`src/rtl/if_id_skid_reg.sv`:
```
// Elastic IF/ID boundary register: 2-entry skid buffer with valid/ready handshake,
// bubble (NOP) output, occupancy report and saturating flush counter.
module if_id_skid_reg #(
    parameter int unsigned ADDR_W = 32,
    parameter int unsigned INSTR_W = 32,
    parameter logic [INSTR_W-1:0] NOP_INSTR = '0,
    parameter int unsigned CNT_W = 8
) (
    input  logic               clk_i,
    input  logic               rst_i,
    input  logic               in_valid_i,
    output logic               in_ready_o,
    input  logic [ADDR_W-1:0]  addr_i,
    input  logic [INSTR_W-1:0] instr_i,
    input  logic               flush_i,
    output logic               out_valid_o,
    input  logic               out_ready_i,
    output logic [ADDR_W-1:0]  addr_o,
    output logic [INSTR_W-1:0] instr_o,
    output logic [1:0]         occupancy_o,
    output logic [CNT_W-1:0]   flush_cnt_o
);

    // Encoding is {s_valid, m_valid}; 2'b10 is unreachable.
    typedef enum logic [1:0] {
        StEmpty = 2'b00,
        StOne   = 2'b01,
        StFull  = 2'b11
    } state_e;

    state_e             state_q, state_d;
    logic [ADDR_W-1:0]  m_addr_q, m_addr_d;
    logic [INSTR_W-1:0] m_instr_q, m_instr_d;
    logic [ADDR_W-1:0]  s_addr_q, s_addr_d;
    logic [INSTR_W-1:0] s_instr_q, s_instr_d;
    logic [CNT_W-1:0]   flush_cnt_q, flush_cnt_d;

    logic m_valid, s_valid, accept, drain;

    assign m_valid = state_q[0];
    assign s_valid = state_q[1];
    assign accept  = in_valid_i & in_ready_o;
    assign drain   = m_valid & out_ready_i;

    always_comb begin
        state_d     = state_q;
        m_addr_d    = m_addr_q;
        m_instr_d   = m_instr_q;
        s_addr_d    = s_addr_q;
        s_instr_d   = s_instr_q;
        flush_cnt_d = flush_cnt_q;

        if (flush_i) begin
            state_d = StEmpty;
            if (in_valid_i) begin
                m_addr_d = addr_i;
            end
            if (flush_cnt_q != {CNT_W{1'b1}}) begin
                flush_cnt_d = flush_cnt_q + 1'b1;
            end
        end else begin
            unique case (state_q)
                StEmpty: begin
                    if (accept) begin
                        m_addr_d  = addr_i;
                        m_instr_d = instr_i;
                        state_d   = StOne;
                    end
                end
                StOne: begin
                    if (accept && drain) begin
                        m_addr_d  = addr_i;
                        m_instr_d = instr_i;
                    end else if (accept) begin
                        s_addr_d  = addr_i;
                        s_instr_d = instr_i;
                        state_d   = StFull;
                    end else if (drain) begin
                        state_d = StEmpty;
                    end
                end
                StFull: begin
                    if (drain) begin
                        m_addr_d  = s_addr_q;
                        m_instr_d = s_instr_q;
                        state_d   = StOne;
                    end
                end
                default: state_d = StEmpty;
            endcase
        end
    end

    // Pipeline registers in this CPU update on the falling edge.
    always_ff @(negedge clk_i) begin
        if (rst_i) begin
            state_q     <= StEmpty;
            m_addr_q    <= '0;
            m_instr_q   <= NOP_INSTR;
            s_addr_q    <= '0;
            s_instr_q   <= NOP_INSTR;
            flush_cnt_q <= '0;
        end else begin
            state_q     <= state_d;
            m_addr_q    <= m_addr_d;
            m_instr_q   <= m_instr_d;
            s_addr_q    <= s_addr_d;
            s_instr_q   <= s_instr_d;
            flush_cnt_q <= flush_cnt_d;
        end
    end

    assign in_ready_o  = ~s_valid;
    assign out_valid_o = m_valid;
    assign addr_o      = m_addr_q;
    assign instr_o     = m_valid ? m_instr_q : NOP_INSTR;
    assign occupancy_o = {1'b0, m_valid} + {1'b0, s_valid};
    assign flush_cnt_o = flush_cnt_q;

endmodule

```
`config.mk`:
```
export PLATFORM = sky130hd
export DESIGN_NAME = if_id_skid_reg
export DESIGN_NICKNAME = d
export VERILOG_FILES = /design/src/rtl/if_id_skid_reg.sv
export SDC_FILE = /design/constraint.sdc
export NUM_CORES = 1
export LEC_CHECK = 0
export CORE_MARGIN = 2
export CORE_UTILIZATION = 25
export DETAILED_ROUTE_END_ITERATION = 7
export PLACE_DENSITY = 0.44
export RECOVER_POWER = 50
export SLEW_MARGIN = 20
export SYNTH_ARGS = -nofsm -noshare
export SYNTH_HDL_FRONTEND = slang
export SYNTH_SLANG_ARGS = --single-unit
```
`constraint.sdc`:
```
create_clock -name clk_i -period 3.5 [get_ports clk_i]
set_clock_uncertainty 0.05 [all_clocks]
set_input_delay 0.7 -clock clk_i [delete_from_list [all_inputs] [get_ports clk_i]]
set_output_delay 0.7 -clock clk_i [all_outputs]
set_load 0.1 [all_outputs]
```
After elaboration in Yosys (flattened, before gate mapping) --
Cells that the tools add are included.
Storage, ports and cells: bits in registers 138, bits in latches 0, bits in writable memories 0, bits in read-only memories 0, bits of input ports 69, output and inout bits 76, memories kept 0
Operators by class: add/subtract/negate cells 2, $mul 0, div/mod/pow operators 0, order comparisons 0, equal/unequal tests 12, shift operators 0, multiplexer cells 17, bitwise gates (word level) 5, reduce and logical (&&, ||, !) cells 10
Operators with widths (number):
- 2-to-1 mux 32 bit | 9
- one-hot mux 32 bit (3 select lines) | 2
- inequality test 3 bit, second input constant | 4
- 2-to-1 mux 2 bit | 5
- inequality test 2 bit, second input constant | 5
- AND reduction 5 bit | 2
- adder 8 x 1 -> 8 bit, second input constant | 1
- inequality test 8 bit, second input constant | 1
- AND reduction 4 bit | 2
- one-hot mux 2 bit (3 select lines) | 1
- nonzero test 4 bit | 1
- NOT 1 bit | 3
- nonzero test 3 bit | 1
- adder 1 x 1 -> 2 bit | 1
- bitwise AND 1 bit | 2
- == test 2 x 1 -> 1 bit, second input constant | 1
- == test 2 bit, second input constant | 1
- zero test 2 bit | 1
- AND reduction 2 bit | 1
- OR reduction 2 bit | 1
- logical AND 1 bit | 1

Logic depth before layout (Yosys ltp) --
Gate-level depths: netlist of run 1.
depth after elaboration 6, depth in mapped cells 8, mapped depth without buffers 6

==> results of run 1 <==
## cells by family after synthesis
logic type	Yosys count	share of synthesized area
adder cells (fa/ha/maj)	5	0.00993
multiplexers	67	0.131
buffers and inverters	67	0.0457
AND/OR/NAND/NOR	291	0.207
flip-flops	138	0.438
XOR/XNOR	3	0.00417
AO/OA/AOI/OAI	176	0.164
## synthesized netlist by cell type, types with 4 or more instances
| cell type | number |
|---|---|
| sky130_fd_sc_hd__clkbuf_1 | 45 |
| sky130_fd_sc_hd__nor2b_1 | 35 |
| sky130_fd_sc_hd__inv_1 | 5 |
| sky130_fd_sc_hd__buf_2 | 10 |
| sky130_fd_sc_hd__nand2_1 | 201 |
| sky130_fd_sc_hd__nor2_1 | 8 |
| sky130_fd_sc_hd__a21oi_1 | 132 |
| sky130_fd_sc_hd__mux2i_1 | 34 |
| sky130_fd_sc_hd__and2_1 | 32 |
| sky130_fd_sc_hd__ha_1 | 5 |
| sky130_fd_sc_hd__nor3_1 | 4 |
| sky130_fd_sc_hd__dfxtp_1 | 138 |
| sky130_fd_sc_hd__a211oi_1 | 33 |
| sky130_fd_sc_hd__mux2_4 | 30 |
## worst max-delay path, stage by stage (launching register included)
cell and delay (ns):
sky130_fd_sc_hd__dfxtp_4 0.39, sky130_fd_sc_hd__inv_2 0.07, sky130_fd_sc_hd__ha_4 0.28, sky130_fd_sc_hd__buf_12 0.17
## per-stage QoR
stage	hold WS [ns]	area [um2]	std cells	setup slack [ns]	total power, uW
2_1_floorplan	0.386	6490	747	-0.454	2670
4_1_cts	0.401	10700	1396	-0.398	5430
6_report	0.399	10800	1401	-0.366	5300
5_1_grt	0.415	10800	1400	-0.439	5690
3_3_place_gp	0.391	9260	1203	-0.822	3100
3_5_place_dp	0.397	9260	1203	-0.844	3100
## report_power, final
part | internal (uW) | switching, uW | total (uW) | leakage (uW)
registers | 1680 | 66.2 | 1750 | 0.00114
clock network | 1200 | 1150 | 2360 | 0.00102
logic | 538 | 660 | 1200 | 0.00245
## metal layers
metal,up-vias,global-route usage
li1,3149,-
met1,2864,0.185
met2,149,0.228
met3,25,0.0614
met4,0,0.0837
met5,-,0
## worst min-delay path by stage
stage	startpoint	end	cells past startpoint
3_3_place_gp	s_instr_q[7]$_SDFFE_NP0P_	s_instr_q[7]$_SDFFE_NP0P_	2
2_1_floorplan	s_instr_q[0]$_SDFFE_NP0P_	s_instr_q[0]$_SDFFE_NP0P_	2
4_1_cts	s_addr_q[15]$_SDFFE_NP0P_	s_addr_q[15]$_SDFFE_NP0P_	2
5_1_grt	s_addr_q[23]$_SDFFE_NP0P_	s_addr_q[23]$_SDFFE_NP0P_	2
6_report	s_addr_q[9]$_SDFFE_NP0P_	s_addr_q[9]$_SDFFE_NP0P_	2
3_5_place_dp	s_addr_q[10]$_SDFFE_NP0P_	s_addr_q[10]$_SDFFE_NP0P_	2
## final cells by class
cell class / instances / area [um2]
inverter: 4 / 15.0
clock inverter: 153 / 657
fill: 2536 / 14200
timing repair buffer: 216 / 3040
tap: 330 / 413
sequential: 138 / 2840
antenna: 1 / 2.50
multi-input combinational: 542 / 3390
clock buffer: 17 / 425
## repair_timing
action,CTS,global route
buffers inserted,20,6
hold buffers,0,0
resized for setup,77,12
pin swaps,6,11
cloned,6,1
endpoints found under the setup margin,206,105
## sequential cells by signal, summed over array words and instances (netlist names)
register     cells
addr_o          32
flush_cnt_o      8
m_instr_q       32
s_addr_q        32
s_instr_q       32
state_q          2
==> results.md, run 1 <==
* Wl on met1 at 9010 um
* Starting density of the core at 0.252
* CP Capture Type: output port
* Proportion of layout cells with a drive suffix above 1 at 0.280
* Global-route usage over all layers at 0.152
* Wire length per cell at 14.1 um
* Number of instances in the synthesized netlist at 747
* Prevailing post-synth register cell: sky130_fd_sc_hd__dfxtp_1
* Half-perimeter wire length after detailed placement at 12100 um
* RSZ-0062 raised after global routing: yes
* Kind of critical path: reg2out
* Clock insertion delay at the later pin of the skew report at 0.45 ns
* Worst setup path endpoint: occupancy_o[0]
* Violated checks: setup timing
* Measured slew at the worst slew-check pin at 0.658 ns
* Fraction of registers with async set/reset at 0
* Placer Congestion at 0.724
* Global-route wire length before repair at 31800 um
* Kind of start point of the critical path: register
* Outcome: finished with violations
* Minimum setup slack among reg-to-reg paths at 0.74 ns
* Fin nets at 1131
* Number of endpoints with negative hold slack in the final report at 0
* End-of-flow core utilization at 0.432
* Number of global-route vias before repair at 6418
* Net count after synthesis at 821
* Highest metal used: met4
* Met2 routed WL at 9400 um
* Most common library cell in the layout ignoring fill and taps: sky130_fd_sc_hd__nand2_1
* Count of clock tree sinks at 138
* Clock tree root buffer cell: sky130_fd_sc_hd__clkbuf_16
* Setup_tns at -11.90 ns
* Fraction of post-synthesis cell area in the top cell type by area at 0.438
* Die ar. at 0.0265 mm2
* Via density per instance at 4.42
* Synth cell types at 37
* Site row count at 58
* Max-Cap Viols at 0
* Average size of a mapped cell at 8.44 um2
* Pwr/cell area at 492 mW/mm2
* Count of final setup violators at 44
* Maximum fanout along the worst path at 5
* Clock H-tree levels at 4
* Largest area contributor in the netlist: sky130_fd_sc_hd__dfxtp_1
* Worst reg-to-reg path cell count at 10
* Worst-case vdd ir drop at 285 uV
* Clock tree from TritonCTS: built
* Crit path DAT at 3.12 ns
* Crit path from: state_q[0]$_SDFFE_NP0P_
* Synthesis-to-finish area growth at 71.0%
* RR Endpoint: addr_o[19]$_SDFFE_NP0P_
* Synth Register Bits at 138
* Count of pins over their slew limit at 0
* Portion of the post-synthesis area used by sequential elements at 0.438
* Cts bufs inserted at 17
* Number of DRC violations after detailed-routing iteration 0 at 251
* Die Span Y at 163 um
* Launch point of the worst reg-to-reg path: state_q[0]$_SDFFE_NP0P_
* Top cells by area, synth: sky130_fd_sc_hd__dfxtp_1 44%, sky130_fd_sc_hd__nand2_1 12%, sky130_fd_sc_hd__a21oi_1 10%, sky130_fd_sc_hd__mux2_4 7.1%, sky130_fd_sc_hd__mux2i_1 5.4%
* Cell area after technology mapping at 0.00630 mm2
* Overall routed net length at 19700 um
* Count of buffers inserted at the top-level ports at 144
* Standard cell core area at 0.0250 mm2
* Number of placed I/O pins at 145
* EDFF count, synth at 0
* Antenna-violating nets left at 0
* Commonest cells after routing, fill and taps aside: 201 x sky130_fd_sc_hd__nand2_1, 141 x sky130_fd_sc_hd__inv_1, 132 x sky130_fd_sc_hd__a21oi_1, 96 x sky130_fd_sc_hd__dfxtp_1, 91 x sky130_fd_sc_hd__buf_12
* DRC Markers at 0
* Remaining Overflow, GRT at 0
* Total number of vias at 6187
* Number of antenna violations at the first check in global routing at 0
* Maximum number of pins on one net before global-route repair at 37
* Total met3 wirelength after detailed routing at 1050 um
* Leak at 0.00462 uW
* Clock input transition at the sequential cells of the worst setup and hold paths at 0.04 ns
* Req. time, crit path at 2.75 ns
* Relative max-transition margin at 0.561
* Worst setup margin at -0.366 ns
* Hold WC Path Type: reg2reg
* Die span in x at 163 um
* Clock tree buffer depth at 2
* Ys Warns at 0
* First drt pass iteration count at 4
Power figures use the tool's default switching activity.
==> inputs of run 2 (changes only) <==
- CELL_PAD_IN_SITES_DETAIL_PLACEMENT: not set -> 0
- CELL_PAD_IN_SITES_GLOBAL_PLACEMENT: not set -> 1
- PLACE_DENSITY: 0.44 -> 0.56
- SKIP_CTS_REPAIR_TIMING: not set -> 1
==> run 2 against run 1 <==
- the run still ends with setup timing left
- flip-flop and latch count is the same
- final area shrank 1.1%
- global-route usage is 0.60 points lower
- non-clock buffer count decreased by 11
- power up 2.2%
- sequential power barely moved
- sequential share of layout area is 0.32 points higher
- worst hold slack got worse by 0.0011 ns
- clock power rose by 8%
- wire length shrank 1.3%
- utilization shrank 0.48 points
- critical endpoint unchanged
- highest routed layer unchanged
==> results.md, run 2 (same netlist as run 1, synthesis figures left out) <==
* Outcome: finished with violations
* Violated checks: setup timing
* Wl on met1 at 8760 um (-2.7%)
* Remaining Overflow, GRT at 0 (unchanged)
* Highest metal used: met4
* ANT cells at 0 (-1)
* Fin nets at 1120 (-0.97%)
* Count of pins over their slew limit at 0 (unchanged)
* Count of clock tree sinks at 138 (unchanged)
* Number of placed I/O pins at 145 (unchanged)
* DRC Markers at 0 (unchanged)
* Cts bufs inserted at 17 (unchanged)
* Count of final setup violators at 117 (+170%)
* Clock input transition at the sequential cells of the worst setup and hold paths at 0.04 ns (about the same)
* Hold WC Path Type: reg2reg
* Synthesis-to-finish area growth at 69.1%
* Clock insertion delay at the later pin of the skew report at 0.47 ns (+0.02 ns)
* Overall routed net length at 19500 um (-1.3%)
* Starting density of the core at 0.252 (unchanged)
* Total Power at 5420 uW (+2.2%)
* Site row count at 58 (unchanged)
* Global-route usage over all layers at 0.146 (-0.00600)
* Relative max-transition margin at 0.575 (+0.0141)
* Placer Congestion at 0.728 (+0.44%)
* CP Capture Type: output port
* Die span in x at 163 um (unchanged)
* Area of all placed cells without fillers at 0.0107 mm2 (-1.1%)
* Kind of critical path: reg2out
* Number of antenna violations at the first check in global routing at 0 (unchanged)
* Commonest cells after routing, fill and taps aside: 201 x sky130_fd_sc_hd__nand2_1, 140 x sky130_fd_sc_hd__inv_1, 132 x sky130_fd_sc_hd__a21oi_1, 96 x sky130_fd_sc_hd__dfxtp_1, 87 x sky130_fd_sc_hd__buf_12
* Die ar. at 0.0265 mm2 (unchanged)
* Number of DRC violations after detailed-routing iteration 0 at 218 (-13%)
* Standard cell core area at 0.0250 mm2 (unchanged)
* Maximum number of pins on one net before global-route repair at 37 (unchanged)
* Maximum fanout along the worst path at 4 (-1)
* Placement Cell Area at 0.00924 mm2 (-0.16%)
* Clock H-tree levels at 4 (unchanged)
* Most common library cell in the layout ignoring fill and taps: sky130_fd_sc_hd__nand2_1
* Proportion of layout cells with a drive suffix above 1 at 0.274 (-0.00653)
* Clock tree buffer depth at 2 (unchanged)
* Number of endpoints with negative hold slack in the final report at 0 (unchanged)
* Measured slew at the worst slew-check pin at 0.637 ns (-0.0211 ns)
* Die Span Y at 163 um (unchanged)
* First drt pass iteration count at 4 (unchanged)
* Leak at 0.00455 uW (-1.5%)
* Half-perimeter wire length after detailed placement at 12000 um (-0.43%)
* Antenna-violating nets left at 0 (unchanged)
* Worst setup margin at -0.377 ns (-0.0106 ns)
* RSZ-0062 raised after global routing: yes
* Clock tree root buffer cell: sky130_fd_sc_hd__clkbuf_16
* Worst-case vdd ir drop at 342 uV (+20%)
* Max-Cap Viols at 0 (unchanged)
* Crit path DAT at 3.13 ns (about the same)
* Met2 routed WL at 9270 um (-1.3%)
* Number of global-route vias before repair at 6253 (-2.6%)
* Clock tree from TritonCTS: built
* Total number of vias at 6096 (-1.5%)
* Count of buffers inserted at the top-level ports at 144 (unchanged)
* Global-route wire length before repair at 30500 um (-3.9%)
* Req. time, crit path at 2.75 ns (about the same)
* Via density per instance at 4.39 (-0.62%)
* Total met3 wirelength after detailed routing at 1240 um (+18%)
* Pwr/cell area at 509 mW/mm2 (+3.4%)
* Kind of start point of the critical path: register
* Wire length per cell at 14.0 um (-0.47%)
-- run 2: cell types whose count changed in the layout (fill, tap and decap cells not counted), sizes merged --
cell / previous run / this run
buf: 144 / 133
clkbuf: 24 / 25
clkinv: 3 / 6
clkinvlp: 1 / 0
diode: 1 / 0
dlygate4sd2: 1 / 0
inv: 152 / 150
-- run 2: final timing paths --
| check | cells past startpoint | endpoint | slack, ns | startpoint |
|---|---|---|---|---|
| max reg2reg | 8 | addr_o[28]$_SDFFE_NP0P_ | 0.81 | state_q[0]$_SDFFE_NP0P_ |
| min | 2 | s_instr_q[16]$_SDFFE_NP0P_ | 0.40 | s_instr_q[16]$_SDFFE_NP0P_ |
| max | 3 | occupancy_o[0] | -0.38 | state_q[0]$_SDFFE_NP0P_ |
| min reg2reg | 2 | s_instr_q[16]$_SDFFE_NP0P_ | 0.40 | s_instr_q[16]$_SDFFE_NP0P_ |
-- run 2: layer usage --
metal	vias to the layer above	GRT usage
li1	3124	-
met1	2806	0.170
met2	146	0.221
met3	20	0.0754
met4	0	0.0716
met5	-	0
-- run 2: final cells by class --
type | count | area, um2
multi-input combinational | 542 | 3380
clock buffer | 17 | 425
tap | 330 | 413
fill | 2529 | 14300
clock inverter | 153 | 736
inverter | 4 | 17.5
timing repair buffer | 205 | 2840
sequential | 138 | 2840
-- run 2: per-stage QoR --
| step | utilization | worst slack [ns] | setup TNS [ns] | hold slack, ns | instances |
|---|---|---|---|---|---|
| after floorplan | - | -0.454 | -17.61 | 0.386 | 747 |
| after global placement | 0.370 | -0.903 | -104.87 | 0.390 | 1206 |
| final | 0.427 | -0.377 | -18.31 | 0.398 | 1389 |
| after detailed placement | 0.370 | -0.919 | -105.25 | 0.394 | 1206 |
| after CTS | 0.417 | -0.463 | -56.66 | 0.399 | 1375 |
| after global routing | 0.427 | -0.425 | -31.01 | 0.414 | 1389 |
-- run 2: where the power goes --
part	internal [uW]	switching, uW	total [uW]
Clock	1260	1280	2540
Sequential	1680	70.8	1750
Combinational	493	638	1130
Total	3430	1990	5420
-- run 2: worst max-delay path, cell delays in order, from the launching register on --
cell	delay [ns]
sky130_fd_sc_hd__dfxtp_4	0.41
sky130_fd_sc_hd__inv_4	0.05
sky130_fd_sc_hd__ha_4	0.28
sky130_fd_sc_hd__buf_12	0.17
